==> config.mk <==
export PLATFORM = sky130hd
export DESIGN_NAME = prop_window_monitor
export DESIGN_NICKNAME = d
export VERILOG_FILES = /design/src/rtl/prop_window_monitor.sv
export SDC_FILE = /design/constraint.sdc
export NUM_CORES = 1
export LEC_CHECK = 0
export BUFFER_PORTS_ARGS = -buffer_cell sky130_fd_sc_hd__buf_4
export CORE_ASPECT_RATIO = 2
export CORE_MARGIN = 3
export CORE_UTILIZATION = 26
export DETAILED_ROUTE_END_ITERATION = 12
export HOLD_SLACK_MARGIN = 0.08
export MAX_ROUTING_LAYER = met4
export SKIP_CTS_REPAIR_TIMING = 1
export SLEW_MARGIN = 10
export SYNTH_ARGS = -nofsm -noshare
export SYNTH_HDL_FRONTEND = slang
export SYNTH_SLANG_ARGS = --single-unit
==> constraint.sdc <==
create_clock -name clk -period 3.5 [get_ports clk]
set_clock_uncertainty 0.15 [all_clocks]
set_input_delay 0.175 -clock clk [delete_from_list [all_inputs] [get_ports clk]]
set_output_delay 0.175 -clock clk [all_outputs]
set_load 0.02 [all_outputs]
==> src/rtl/prop_window_monitor.sv <==
// -----------------------------------------------------------------------------
// prop_window_monitor
//
// Synthesizable stand-in for a clocked, named property with a "disable iff"
// guard. While a run is active, every rising clock edge samples the property
// expression and classifies the sample:
//   - disabled: disable_i high
//   - pass:     disable_i low and sig_i high
//   - fail:     disable_i low and sig_i low
// Results accumulate in saturating counters. After MAX_CYC+1 evaluations the
// block parks in DONE and holds its results until cleared.
//
// Ports
//   clk            in   single clock, rising edge
//   rst_n          in   asynchronous active-low reset
//   start          in   begins a run when sampled high in IDLE
//   clr            in   synchronous clear back to IDLE (highest priority)
//   disable_i      in   disable-iff condition, sampled on the clock edge
//   sig_i          in   property expression
//   cyc_o          out  samples evaluated in the current run
//   pass_cnt       out  saturating count of passing samples
//   fail_cnt       out  saturating count of failing samples
//   dis_cnt        out  saturating count of disabled samples
//   fail_o         out  one-cycle pulse per failing sample
//   fail_seen      out  sticky: at least one failure in this run
//   first_fail_cyc out  cyc_o value of the first failing sample
//   busy           out  high in RUN
//   done_o         out  high in DONE
// -----------------------------------------------------------------------------
module prop_window_monitor #(
    parameter int CYC_W   = 32,
    parameter int CNT_W   = 16,
    parameter int MAX_CYC = 11
) (
    input  logic             clk,
    input  logic             rst_n,
    input  logic             start,
    input  logic             clr,
    input  logic             disable_i,
    input  logic             sig_i,
    output logic [CYC_W-1:0] cyc_o,
    output logic [CNT_W-1:0] pass_cnt,
    output logic [CNT_W-1:0] fail_cnt,
    output logic [CNT_W-1:0] dis_cnt,
    output logic             fail_o,
    output logic             fail_seen,
    output logic [CYC_W-1:0] first_fail_cyc,
    output logic             busy,
    output logic             done_o
);

    localparam logic [CYC_W-1:0] LAST_CYC_C = CYC_W'(MAX_CYC);

    typedef enum logic [1:0] {
        ST_IDLE = 2'd0,
        ST_RUN  = 2'd1,
        ST_DONE = 2'd2
    } state_t;

    // Increment that sticks at the all-ones value instead of wrapping.
    function automatic logic [CNT_W-1:0] sat_inc(input logic [CNT_W-1:0] value);
        logic [CNT_W-1:0] result;
        if (&value) begin
            result = value;
        end else begin
            result = value + CNT_W'(1);
        end
        return result;
    endfunction

    state_t           state_r;
    state_t           state_next_s;

    logic [CYC_W-1:0] cyc_r;
    logic [CNT_W-1:0] pass_r;
    logic [CNT_W-1:0] fail_r;
    logic [CNT_W-1:0] dis_r;
    logic             fail_pulse_r;
    logic             fail_seen_r;
    logic [CYC_W-1:0] first_fail_r;
    logic             busy_r;
    logic             done_r;

    logic [CYC_W-1:0] cyc_next_s;
    logic [CNT_W-1:0] pass_next_s;
    logic [CNT_W-1:0] fail_next_s;
    logic [CNT_W-1:0] dis_next_s;
    logic             fail_pulse_next_s;
    logic             fail_seen_next_s;
    logic [CYC_W-1:0] first_fail_next_s;
    logic             busy_next_s;
    logic             done_next_s;

    // State register.
    always_ff @(posedge clk or negedge rst_n) begin
        if (!rst_n) begin
            state_r <= ST_IDLE;
        end else begin
            state_r <= state_next_s;
        end
    end

    // Next-state logic; clr overrides every other transition.
    always_comb begin
        state_next_s = state_r;
        if (clr) begin
            state_next_s = ST_IDLE;
        end else begin
            case (state_r)
                ST_IDLE: begin
                    if (start) begin
                        state_next_s = ST_RUN;
                    end else begin
                        state_next_s = ST_IDLE;
                    end
                end
                ST_RUN: begin
                    // The sample taken at cyc == MAX_CYC is the last of the run.
                    if (cyc_r == LAST_CYC_C) begin
                        state_next_s = ST_DONE;
                    end else begin
                        state_next_s = ST_RUN;
                    end
                end
                ST_DONE: begin
                    state_next_s = ST_DONE;
                end
                default: begin
                    state_next_s = ST_IDLE;
                end
            endcase
        end
    end

    // Status flags follow the state being entered so they are registered
    // alongside it rather than decoded from it.
    always_comb begin
        busy_next_s = 1'b0;
        done_next_s = 1'b0;
        case (state_next_s)
            ST_IDLE: begin
                busy_next_s = 1'b0;
                done_next_s = 1'b0;
            end
            ST_RUN: begin
                busy_next_s = 1'b1;
                done_next_s = 1'b0;
            end
            ST_DONE: begin
                busy_next_s = 1'b0;
                done_next_s = 1'b1;
            end
            default: begin
                busy_next_s = 1'b0;
                done_next_s = 1'b0;
            end
        endcase
    end

    // Sample classification and result accumulation.
    always_comb begin
        cyc_next_s        = cyc_r;
        pass_next_s       = pass_r;
        fail_next_s       = fail_r;
        dis_next_s        = dis_r;
        fail_pulse_next_s = 1'b0;
        fail_seen_next_s  = fail_seen_r;
        first_fail_next_s = first_fail_r;
        if (clr) begin
            cyc_next_s        = '0;
            pass_next_s       = '0;
            fail_next_s       = '0;
            dis_next_s        = '0;
            fail_seen_next_s  = 1'b0;
            first_fail_next_s = '0;
        end else begin
            case (state_r)
                ST_IDLE: begin
                    // Entry edge into RUN clears results; no sample is taken.
                    if (start) begin
                        cyc_next_s        = '0;
                        pass_next_s       = '0;
                        fail_next_s       = '0;
                        dis_next_s        = '0;
                        fail_seen_next_s  = 1'b0;
                        first_fail_next_s = '0;
                    end else begin
                        cyc_next_s = cyc_r;
                    end
                end
                ST_RUN: begin
                    if (disable_i) begin
                        dis_next_s = sat_inc(dis_r);
                    end else if (sig_i) begin
                        pass_next_s = sat_inc(pass_r);
                    end else begin
                        // The pulse is independent of counter saturation.
                        fail_next_s       = sat_inc(fail_r);
                        fail_pulse_next_s = 1'b1;
                        if (!fail_seen_r) begin
                            fail_seen_next_s  = 1'b1;
                            first_fail_next_s = cyc_r;
                        end else begin
                            fail_seen_next_s  = fail_seen_r;
                        end
                    end
                    cyc_next_s = cyc_r + CYC_W'(1);
                end
                ST_DONE: begin
                    cyc_next_s = cyc_r;
                end
                default: begin
                    cyc_next_s = cyc_r;
                end
            endcase
        end
    end

    // Result and status registers.
    always_ff @(posedge clk or negedge rst_n) begin
        if (!rst_n) begin
            cyc_r        <= '0;
            pass_r       <= '0;
            fail_r       <= '0;
            dis_r        <= '0;
            fail_pulse_r <= 1'b0;
            fail_seen_r  <= 1'b0;
            first_fail_r <= '0;
            busy_r       <= 1'b0;
            done_r       <= 1'b0;
        end else begin
            cyc_r        <= cyc_next_s;
            pass_r       <= pass_next_s;
            fail_r       <= fail_next_s;
            dis_r        <= dis_next_s;
            fail_pulse_r <= fail_pulse_next_s;
            fail_seen_r  <= fail_seen_next_s;
            first_fail_r <= first_fail_next_s;
            busy_r       <= busy_next_s;
            done_r       <= done_next_s;
        end
    end

    assign cyc_o          = cyc_r;
    assign pass_cnt       = pass_r;
    assign fail_cnt       = fail_r;
    assign dis_cnt        = dis_r;
    assign fail_o         = fail_pulse_r;
    assign fail_seen      = fail_seen_r;
    assign first_fail_cyc = first_fail_r;
    assign busy           = busy_r;
    assign done_o         = done_r;

endmodule

# Yosys cells after proc, flatten, opt, wreduce, memory -nomap -nowiden
# Cells that the tools add are included.
# word_totals
output_inout_bits,116
regBits,118
# op_classes
muxes,38
eq_ne,14
reduce_logical,11
add_sub_neg,4
# ops
operator,count
two-way mux 16 bit,12
two-way mux 32 bit,6
case mux 32 bit (2 select lines),2
case mux 16 bit (2 select lines),3
adder 16 x 1 -> 16 bit (second input constant),3
AND reduction 16 bit,3
adder 32 x 1 -> 32 bit (second input constant),1
equality test 32 x 4 -> 1 bit (second input constant),1
inequality test 3 bit (second input constant),9
AND reduction 5 bit,3
two-way mux 1 bit,11
AND reduction 4 bit,2
case mux 2 bit (3 select lines),1
equality test 2 x 1 -> 1 bit (second input constant),2
equality test 2 bit (second input constant),2
two-way mux 2 bit,2
nonzero test 3 bit,1
zero test 2 bit,1
case mux 1 bit (2 select lines),1
AND reduction 2 bit,1

# Depth between registers and ports, before layout
# Gate-level depths: netlist of run 1.
# depth
word_depth,6
mapped_depth,8
ltp_nobuf,6

# Worst setup path before layout of run 1
# Ideal clock, no wire load.
# synth_timing
path_kind,flip-flop to flip-flop
start,register dis_r[0] (netlist: dis_cnt[0])
end,register dis_r[14] (netlist: dis_cnt[14])
arrival_ns,2.120
stages_incl_launch_ff,7
setup_slack_ns,1.106
setup_time_ns,0.124
t_required_ns,3.226
period_less_slack_ns,2.394
cell_sequence,dfrtp_1 -> ha_1 -> nand3_2 -> or2_1 -> or4b_4 -> o211a_1 -> a211o_1
# synth_between
elab_chain_len,5
# synth_lines
element,line,text
"start, declared",77,logic [CNT_W-1:0] dis_r;
"start signal, assigned",235,dis_r <= dis_next_s;
adder 16 x 1 -> 16 bit,66,result = value + CNT_W'(1);
two-way mux 16 bit,63,if (&value) begin
two-way mux 16 bit,192,if (disable_i) begin
case mux 16 bit (2 select lines),177,case (state_r)
two-way mux 16 bit,169,if (clr) begin
# Several ways; a longest one is shown, not always the timed one. The select of a mux whose other input is x is not followed.
# A chain may end at the register's enable or synchronous reset.

# Worst setup path in the final report of run 1
# layout_timing
start,register state_r[1]
end,register fail_r[9] (netlist: fail_cnt[9])
# layout_between
elab_chain_len,3
# layout_lines
element,line,text
"start, declared",71,state_t state_r;
"start signal, assigned",99,state_r <= state_next_s;
equality test 2 x 1 -> 1 bit / zero test 2 bit (equally long branches),177,
"inequality test 3 bit (no line), or another cell as far along",-,
AND reduction 5 bit (no line) / two-way mux 16 bit (equally long branches),-,
"end signal, assigned",234,fail_r <= fail_next_s;
"end, declared",76,logic [CNT_W-1:0] fail_r;
# Several ways; a longest one is shown, not always the timed one.

==> run summary, run 1 <==
- result of the run: finished clean
- number of placed I/O pins: 122
- via total after detailed routing: 5482
- slew at the pin closest to its max-slew limit: 1110 ps
- signed area change from the synthesized netlist to the final layout: 32.0%
- Cell Area, Synth: 5930 um^2
- number of buffers on the longest clock path: 2
- Detailed Place HPWL: 13.3 mm
- most area-hungry cell type in the Yosys netlist: dfrtp_1
- Critical Path Start: state_r[1]
- CTS H-tree lvls: 4
- most common library cell in the layout ignoring fill and taps: buf_4
- Sequential Power Share: 40.2%
- highest metal used: met4
- mux share of post-synthesis cell area: 0.886%
- number of max-slew violations in the final report: 0
- Final Hold Fails: 0
- flops & latches, synth: 118
- worst setup slack before clock tree synthesis: 917 ps
- most frequent cells in the layout: 133 x buf_4, 118 x dfrtp_1, 113 x nand2_1, 59 x o21ai_0, 52 x nor2_1
- top flip-flop cell by instance count after synthesis: dfrtp_1
- global-route wire length before repair: 29.1 mm
- antenna violation net count after detailed routing: 0
- Crit path buffers/inverters: 0
- Worst R2R End: fail_cnt[9]
- internal power: 2650 uW
- Congestion Overflow GR: 0
- xor and xnor fraction of the mapped netlist area: 3.54%
- CP max stage delay: 670 ps
- proportion of layout cells with a drive suffix above 1: 22.9%
- area of the core: 22300 um^2
- Synthesis Warnings: 0
- worst hold margin: 78.2 ps
- WL per Instance: 17.3 um
- Cell Chain, Critical Path: or3b_1 > or3_4 > a21oi_2 > and3_1 > a211o_2
- capturing element of the worst setup path: fail_cnt[9]
- Peak VDD IR: 0.309 mV
- r2r setup slk: 920 ps
- number of violations reported at the end of detailed-routing iteration 0: 361
- Cell variety after synth: 63
- Net Count, Synth: 670
- critical setup path kind: reg -> reg
- diode count: 0
- Overall Power: 3440 uW
- Register-to-Register Path Depth: 5
- total DRC errors in the routed layout: 0
- critical register-to-register path startpoint: state_r[1]
- final-layout setup total negative slack: 0 ps
- Row Count: 77
- wire length on met1: 6.83 mm
- wire length reported by the detailed router: 18.5 mm
- P per Cell Area: 439 nW/um^2
- min-delay worst type: in -> reg
- Clk pwr share: 54.8%
- number of setup violations in the final report: 0
- slew margin rel.: 26.1%
- net switching component of the power: 795 uW
- clock-pin slew reported for the worst setup and hold paths after clock tree synthesis: 60 ps
- clk sinks: 118
- family of cells with the greatest summed delay on the critical path: simple AND/OR/NAND/NOR gates
- starting density of the core: 26.7%
- Async S/R FF share, synth: 100%
- worst endpoint data arrival time: 2800 ps
- Critical Path Start Type: register
- clock latency on the worst-skew pair: 420 ps
- largest net degree at the start of global routing: 63
- Net Sw Frac: 23.1%
- via/cell ratio: 5.11
- Max Freq: 387 MHz
- synth top area cells: dfrtp_1 50%, nand2_1 7.1%, o21ai_0 5.0%
- endpoint kind of the worst setup timing path: register
- area fraction in compound gates after synthesis: 14.2%
- portion of the post-synthesis area used by sequential elements: 49.8%
- CTS Root Buffer Type: clkbuf_16
- synthesized area divided by synthesized cell count: 8.99 um^2
- weighted congestion reported at the end of routability-driven placement: 0.877
- Die Outline Area: 24800 um^2
- detailed-routing iteration count for the pre-antenna-repair pass: 4
- Post-synth EDFFs: 0
- number of global-route vias before repair: 5397
- post-synthesis instance total: 660
- largest family of logic cells by synthesized area: simple AND/OR/NAND/NOR gates
- slack of the critical path: 919 ps
- final period demand of the worst path: 2580 ps
- number of buffers created by CTS: 17
- number of max-cap violations: 0
- PortBufs: 121
- slowest stage cell on the critical path: or3b_1
- All-Layer GR Usage: 15.5%
- NumNets Final: 793
- vertical die dimension: 220 um
- fraction of power consumed by combinational cells: 5.0%
- met3 layer wire length in the routed design: 663 um
- setup repair after global routing missed its margin: false
- fraction of post-synthesis cell area in the top cell type by area: 49.8%
- clock tree from TritonCTS: yes
- fin crit share: 73.7%
- post-synthesis share of cell area spent on and, or, nand and nor gates: 27.2%
- die boundary width: 113 um
- post-synthesis share of cell area spent on full adders, half adders and majority gates: 0.843%
- depth of the critical timing path with buffers and inverters included: 5
- Req. time, crit path: 3720 ps
- leakage: 0.00343 uW
- metal2 WL: 10.5 mm
- number of antenna violations at the first check in global routing: 0
- Critical Path Fanout Max: 14
## power groups by stage
| stage | registers [uW] | logic, uW | clock network (uW) |
|---|---|---|---|
| after floorplan | 1410 | 82.5 | 0 |
| after global placement | 1410 | 174 | 0 |
| after detailed placement | 1410 | 174 | 0 |
| after CTS | 1380 | 175 | 1940 |
| after global routing | 1380 | 195 | 1990 |
| final | 1380 | 172 | 1890 |
## flip-flops by register name, indices dropped and copies added (netlist names)
| register | count |
|---|---|
| state_r | 2 |
| pass_cnt | 16 |
| done_o | 1 |
| dis_cnt | 16 |
| first_fail_cyc | 32 |
| cyc_o | 32 |
| fail_o | 1 |
| busy | 1 |
| fail_cnt | 16 |
| fail_seen | 1 |
## worst register-to-register path: cells and delay by family, from the launching register on
kind	cells	cell delay, ps
simple gates	3	1420
flops	1	470
compound gates	2	490
## worst min path at each step
| stage | startpoint | cells past startpoint | slack (ps) | endpoint |
|---|---|---|---|---|
| final | start | 3 | 80 | busy |
| after global routing | start | 3 | 90 | state_r[0] |
| after CTS | rst_n | 1 | -260 | pass_cnt[12] |
| after detailed placement | rst_n | 1 | 200 | pass_cnt[12] |
| after global placement | rst_n | 1 | 200 | pass_cnt[12] |
| after floorplan | rst_n | 0 | -270 | busy |
## synthesized netlist by cell type, types with 4 or more instances
library cell / number
dfrtp_1: 118
nand2_1: 113
o21ai_0: 59
nor2_1: 53
nand3_1: 39
nand4_1: 28
a21oi_1: 25
clkbuf_1: 22
nor3_1: 17
nor4_1: 16
inv_1: 15
or3_1: 15
xor2_1: 14
and3_1: 10
xnor2_1: 10
o31ai_1: 7
or4_1: 7
o211ai_1: 6
a41oi_1: 5
and4_1: 5
buf_2: 5
ha_1: 4
## through the flow
step	instance area, um^2	cells	util [%]
after floorplan	5930	660	-
after detailed placement	7160	1036	32.2
after CTS	7790	1068	35.0
final	7840	1072	35.2
after global routing	7840	1072	35.2
after global placement	7160	1036	32.2
## layout make-up
class | instances | area, um^2
multi-input combinational | 493 | 2790
inverter | 15 | 56.3
clock inverter | 11 | 174
fill | 2280 | 14400
tap | 276 | 345
sequential | 118 | 2950
clock buffer | 21 | 460
timing repair buffer | 138 | 1060
## kinds of logic after synthesis
| family | Yosys count |
|---|---|
| AOI/OAI and AO/OA | 136 |
| DFF | 118 |
| and+or+nand+nor | 324 |
| xor gates and xnor gates | 24 |
| adders and majority gates | 4 |
| buffers and inverters | 49 |
| muxes | 5 |
## metal layers
layer  global-route usage, %  up-vias
met3                    3.44       38
met2                    28.9      163
met4                    7.34        0
met1                    15.1     2656
met5                       -        -
li1                        -     2625
Power figures use the tool's default switching activity.
==> run 2: changes to the inputs <==
clock period = 2.6 ns   (was 3.5 ns; I/O delays follow)
==> run 2 against run 1 <==
Compared with the run above:
- combinational power up 49%
- die area unchanged
- total power up 33%
- global-route usage up 0.36 points
- critical path depth up 1
- fmax up 8.9%
==> run summary, run 2 (synthesized netlist as in run 1, its figures left out) <==
- result of the run: finished clean
- P per Cell Area: 571 nW/um^2, +30%
- fin crit share: 91.1%, +17 points
- WL per Instance: 17.4 um, +0.72%
- final-layout setup total negative slack: 0 ps, unchanged
- slowest stage cell on the critical path: or4b_4
- clk sinks: 118, unchanged
- number of buffers on the longest clock path: 2, unchanged
- depth of the critical timing path with buffers and inverters included: 6, +1
- global-route wire length before repair: 29.8 mm, +2.3%
- number of max-cap violations: 0, unchanged
- slew at the pin closest to its max-slew limit: 952 ps, -157 ps
- antenna violation net count after detailed routing: 0, unchanged
- leakage: 0.00355 uW, +3.5%
- die boundary width: 113 um, unchanged
- detailed-routing iteration count for the pre-antenna-repair pass: 5, +1
- clock tree from TritonCTS: yes
- filler cell count in the final layout: 2275, -0.22%
- number of cells in the finished layout apart from fillers: 1096, +2.2%
- critical setup path kind: reg -> reg
- via total after detailed routing: 5590, +2.0%
- CTS Root Buffer Type: clkbuf_16
- Crit path buffers/inverters: 0, unchanged
- vertical die dimension: 220 um, unchanged
- setup repair after global routing missed its margin: false
- total DRC errors in the routed layout: 0, unchanged
- Max Freq: 422 MHz, +8.9%
- area used by multi-input combinational logic: 2790 um^2, unchanged
- weighted congestion reported at the end of routability-driven placement: 0.906, +3.3%
- hold path cells: 3, unchanged
- Cell Chain, Critical Path: ha_1 > nand3_2 > or2_1 > or4b_4 > o211a_1 > a211o_1
- largest net degree at the start of global routing: 65, +3.2%
- Critical Path Fanout Max: 6, -8
- Congestion Overflow GR: 0, unchanged
- Final Hold Fails: 0, unchanged
- NumNets Final: 817, +3.0%
- diode count: 0, unchanged
- Peak VDD IR: 0.388 mV, +26%
- Row Count: 77, unchanged
- Die Outline Area: 24800 um^2, unchanged
- number of placed I/O pins: 122, unchanged
- clock-pin slew reported for the worst setup and hold paths after clock tree synthesis: 60 ps, about the same
- CP max stage delay: 560 ps, -110 ps
- most common library cell in the layout ignoring fill and taps: buf_4
- number of antenna violations at the first check in global routing: 0, unchanged
- endpoint kind of the worst setup timing path: register
- most frequent cells in the layout: 154 x buf_4, 118 x dfrtp_1, 113 x nand2_1, 59 x o21ai_0, 52 x nor2_1
- proportion of layout cells with a drive suffix above 1: 25.1%, +2.3 points
- number of cells after detailed placement: 1058, +2.1%
- number of buffers created by CTS: 17, unchanged
- area of the core: 22300 um^2, unchanged
- Sequential Area: 2950 um^2, unchanged
- All-Layer GR Usage: 15.9%, +0.36 points
- CTS H-tree lvls: 4, unchanged
- number of setup violations in the final report: 0, unchanged
- Register-to-Register Path Depth: 6, +1
- Detailed Place HPWL: 13.8 mm, +4.0%
- number of violations reported at the end of detailed-routing iteration 0: 313, -13%
- signed area change from the synthesized netlist to the final layout: 35.0%
- wire length reported by the detailed router: 19.1 mm, +3.0%
- PortBufs: 121, unchanged
- Critical Path Start Type: register
- number of max-slew violations in the final report: 0, unchanged
- min-delay worst type: in -> reg
- final period demand of the worst path: 2370 ps, -212 ps
- slew margin rel.: 36.1%, +10 points
- family of cells with the greatest summed delay on the critical path: simple AND/OR/NAND/NOR gates
- clock latency on the worst-skew pair: 430 ps, about the same
- via/cell ratio: 5.10, -0.26%
- number of global-route vias before repair: 5366, -0.57%
- Req. time, crit path: 2760 ps, -960 ps
- worst endpoint data arrival time: 2530 ps, -270 ps
- starting density of the core: 26.7%, unchanged
## run 2: worst paths after layout
check                                   from                end  slack (ps)
setup / recovery                  dis_cnt[0]        dis_cnt[14]         230
hold / removal                         start         state_r[0]          30
setup reg to reg                  dis_cnt[0]        dis_cnt[14]         230
hold reg to reg            first_fail_cyc[8]  first_fail_cyc[8]         330
max in group asynchronous              rst_n          cyc_o[27]         890
min in group asynchronous              rst_n       pass_cnt[14]         150
## run 2: metal layers
metal  wire, um  global-route usage, %  share of wire [%]
met1       7200                   16.5                 38
met4        656                   7.90                3.4
met3        709                   2.67                3.7
met2      10500                   28.7                 55
met5          0                      -                  0
## run 2: report_power, final
group / switching [uW] / total (uW) / internal (uW) / leakage, uW
Sequential: 11.1 / 1860 / 1850 / 0.00164
Clock: 925 / 2460 / 1540 / 0.000297
Combinational: 182 / 256 / 73.5 / 0.00161
## run 2: layout make-up
cell class                      instances  area share, %
Multi-Input combinational cell        493           34.8
Timing Repair Buffer                  162           15.7
Sequential cell                       118           36.8
Inverter                               15          0.703
Clock buffer                           18           5.48
Tap cell                              276           4.31
Clock inverter                         14           2.20
## run 2: tightest hold or removal path: cells and delay by family
family | cells | cell delay (ps)
AND/OR/NAND/NOR | 1 | 170
buffers and inverters | 1 | 110
AO/OA/AOI/OAI | 1 | 130
## run 2: stage by stage
step / utilization, % / total power [uW] / area, um^2 / hold WS, ps / setup slack [ps]
6_report: 36.0 / 4580 / 8010 / 28.7 / 231
5_1_grt: 36.0 / 4750 / 8010 / 120 / 51.3
4_1_cts: 35.7 / 4650 / 7950 / -571 / 245
3_5_place_dp: 33.0 / 2150 / 7340 / -99.6 / 259
3_3_place_gp: 33.0 / 2140 / 7340 / -99.7 / 306
2_1_floorplan: - / 2010 / 5930 / -316 / 206
==> run 3: changes to the inputs <==
REMOVE_ABC_BUFFERS = 1   (was not set)
==> run 3 against run 2 <==
Compared with the run above:
- register-to-register slack better by 30 ps
- first-iteration DRC count down 12%
- cell count down 0.73%
- global-route usage about the same
- largest power group unchanged
==> run summary, run 3 (synthesized netlist as in run 1, its figures left out) <==
- slew margin rel.: 57.3%, +21 points
- number of placed I/O pins: 122, unchanged
- largest net degree at the start of global routing: 65, unchanged
- via/cell ratio: 5.06, -0.83%
- Critical Path Fanout Max: 6, unchanged
- slack of the critical path: 259 ps, +28.8 ps
- clock-pin slew reported for the worst setup and hold paths after clock tree synthesis: 60 ps, about the same
- number of max-slew violations in the final report: 0, unchanged
- Peak VDD IR: 0.388 mV, about the same
- Row Count: 77, unchanged
- die boundary width: 113 um, unchanged
- Congestion Overflow GR: 0, unchanged
- signed area change from the synthesized netlist to the final layout: 33.6%
- antenna violation net count after detailed routing: 0, unchanged
- Final Hold Fails: 0, unchanged
- diode count: 0, unchanged
- setup repair after global routing missed its margin: false
- Detailed Place HPWL: 13.7 mm, -0.73%
- result of the run: finished clean
- number of buffers created by CTS: 17, unchanged
- PortBufs: 121, unchanged
- Die Outline Area: 24800 um^2, unchanged
- Critical Path Start: dis_cnt[0]
- vertical die dimension: 220 um, unchanged
- final-layout setup total negative slack: 0 ps, unchanged
- proportion of layout cells with a drive suffix above 1: 24.1%, -0.98 points
- number of buffers on the longest clock path: 2, unchanged
- CTS Root Buffer Type: clkbuf_16
- wire length reported by the detailed router: 18.8 mm, -1.3%
- via total after detailed routing: 5503, -1.6%
- critical register-to-register path startpoint: dis_cnt[0]
- clock latency on the worst-skew pair: 430 ps, about the same
- total DRC errors in the routed layout: 0, unchanged
- slew at the pin closest to its max-slew limit: 633 ps, -319 ps
- worst endpoint data arrival time: 2500 ps, -30 ps
- Req. time, crit path: 2760 ps, about the same
- number of global-route vias before repair: 5404, +0.71%
- CTS H-tree lvls: 4, unchanged
- number of max-cap violations: 0, unchanged
- critical setup path kind: reg -> reg
- WL per Instance: 17.3 um, -0.53%
- NumNets Final: 809, -0.98%
- All-Layer GR Usage: 15.9%, +0.032 points
- worst hold margin: 67.1 ps, +38.4 ps
- weighted congestion reported at the end of routability-driven placement: 0.827, -8.7%
- most common library cell in the layout ignoring fill and taps: buf_4
- leakage: 0.00351 uW, -1.2%
- min-delay worst type: in -> async
- Critical Path Start Type: register
- Max Freq: 427 MHz, +1.2%
- global-route wire length before repair: 29.7 mm, -0.46%
- detailed-routing iteration count for the pre-antenna-repair pass: 4, -1
- starting density of the core: 26.7%, unchanged
- most frequent cells in the layout: 145 x buf_4, 118 x dfrtp_1, 113 x nand2_1, 59 x o21ai_0, 52 x nor2_1
- area of the core: 22300 um^2, unchanged
- endpoint kind of the worst setup timing path: register
- clk sinks: 118, unchanged
- worst setup slack before clock tree synthesis: 259 ps, +0.256 ps
- number of antenna violations at the first check in global routing: 0, unchanged
- number of setup violations in the final report: 0, unchanged
- fin crit share: 90.0%, -1.1 points
- clock tree from TritonCTS: yes
- number of violations reported at the end of detailed-routing iteration 0: 274, -12%
- P per Cell Area: 559 nW/um^2, -2.1%
- final period demand of the worst path: 2340 ps, -28.8 ps
run 3: final timing paths:
kind | end | slack [ps] | cells after the start
setup / recovery | dis_cnt[14] | 260 | 6
max in group asynchronous | dis_cnt[3] | 1570 | 3
setup reg to reg | dis_cnt[14] | 260 | 6
min in group clk | first_fail_cyc[16] | 330 | 2
hold reg to reg | first_fail_cyc[16] | 330 | 2
hold / removal | first_fail_cyc[2] | 70 | 2
run 3: critical path, cell delays in order, from the launching register on:
cell and delay (ps):
dfrtp_1 410, ha_1 210, nand3_2 140, or2_1 290, or4b_4 560, o211a_1 220
a211o_1 250
run 3: final cells by class:
cell class                 instances  area [um^2]
timing repair buffer             154         1210
multi-input combinational        493         2790
clock inverter                    10          103
inverter                          15         56.3
fill                            2294        14300
sequential                       118         2950
tap                              276          345
clock buffer                      22          474
run 3: metal layers:
layer | up-vias | track usage, % | wire length [um]
met5 | - | - | 0
met4 | 0 | 7.62 | 673
met3 | 32 | 3.71 | 700
met2 | 130 | 29.4 | 10500
met1 | 2679 | 15.5 | 6920
li1 | 2662 | - | -
run 3: where the power goes:
group	switching, uW	internal [uW]	leakage [uW]
registers	11.9	1850	0.00164
clock network	856	1470	0.000289
logic	179	68.5	0.00157
run 3: metrics by stage:
step	cells	area [um^2]	util [%]	total power (uW)
CTS	1082	7870	35.4	4500
global route	1088	7930	35.6	4610
global placement	1050	7290	32.8	2140
finish	1088	7930	35.6	4430
detailed placement	1050	7290	32.8	2140
floorplan	626	5780	-	1990
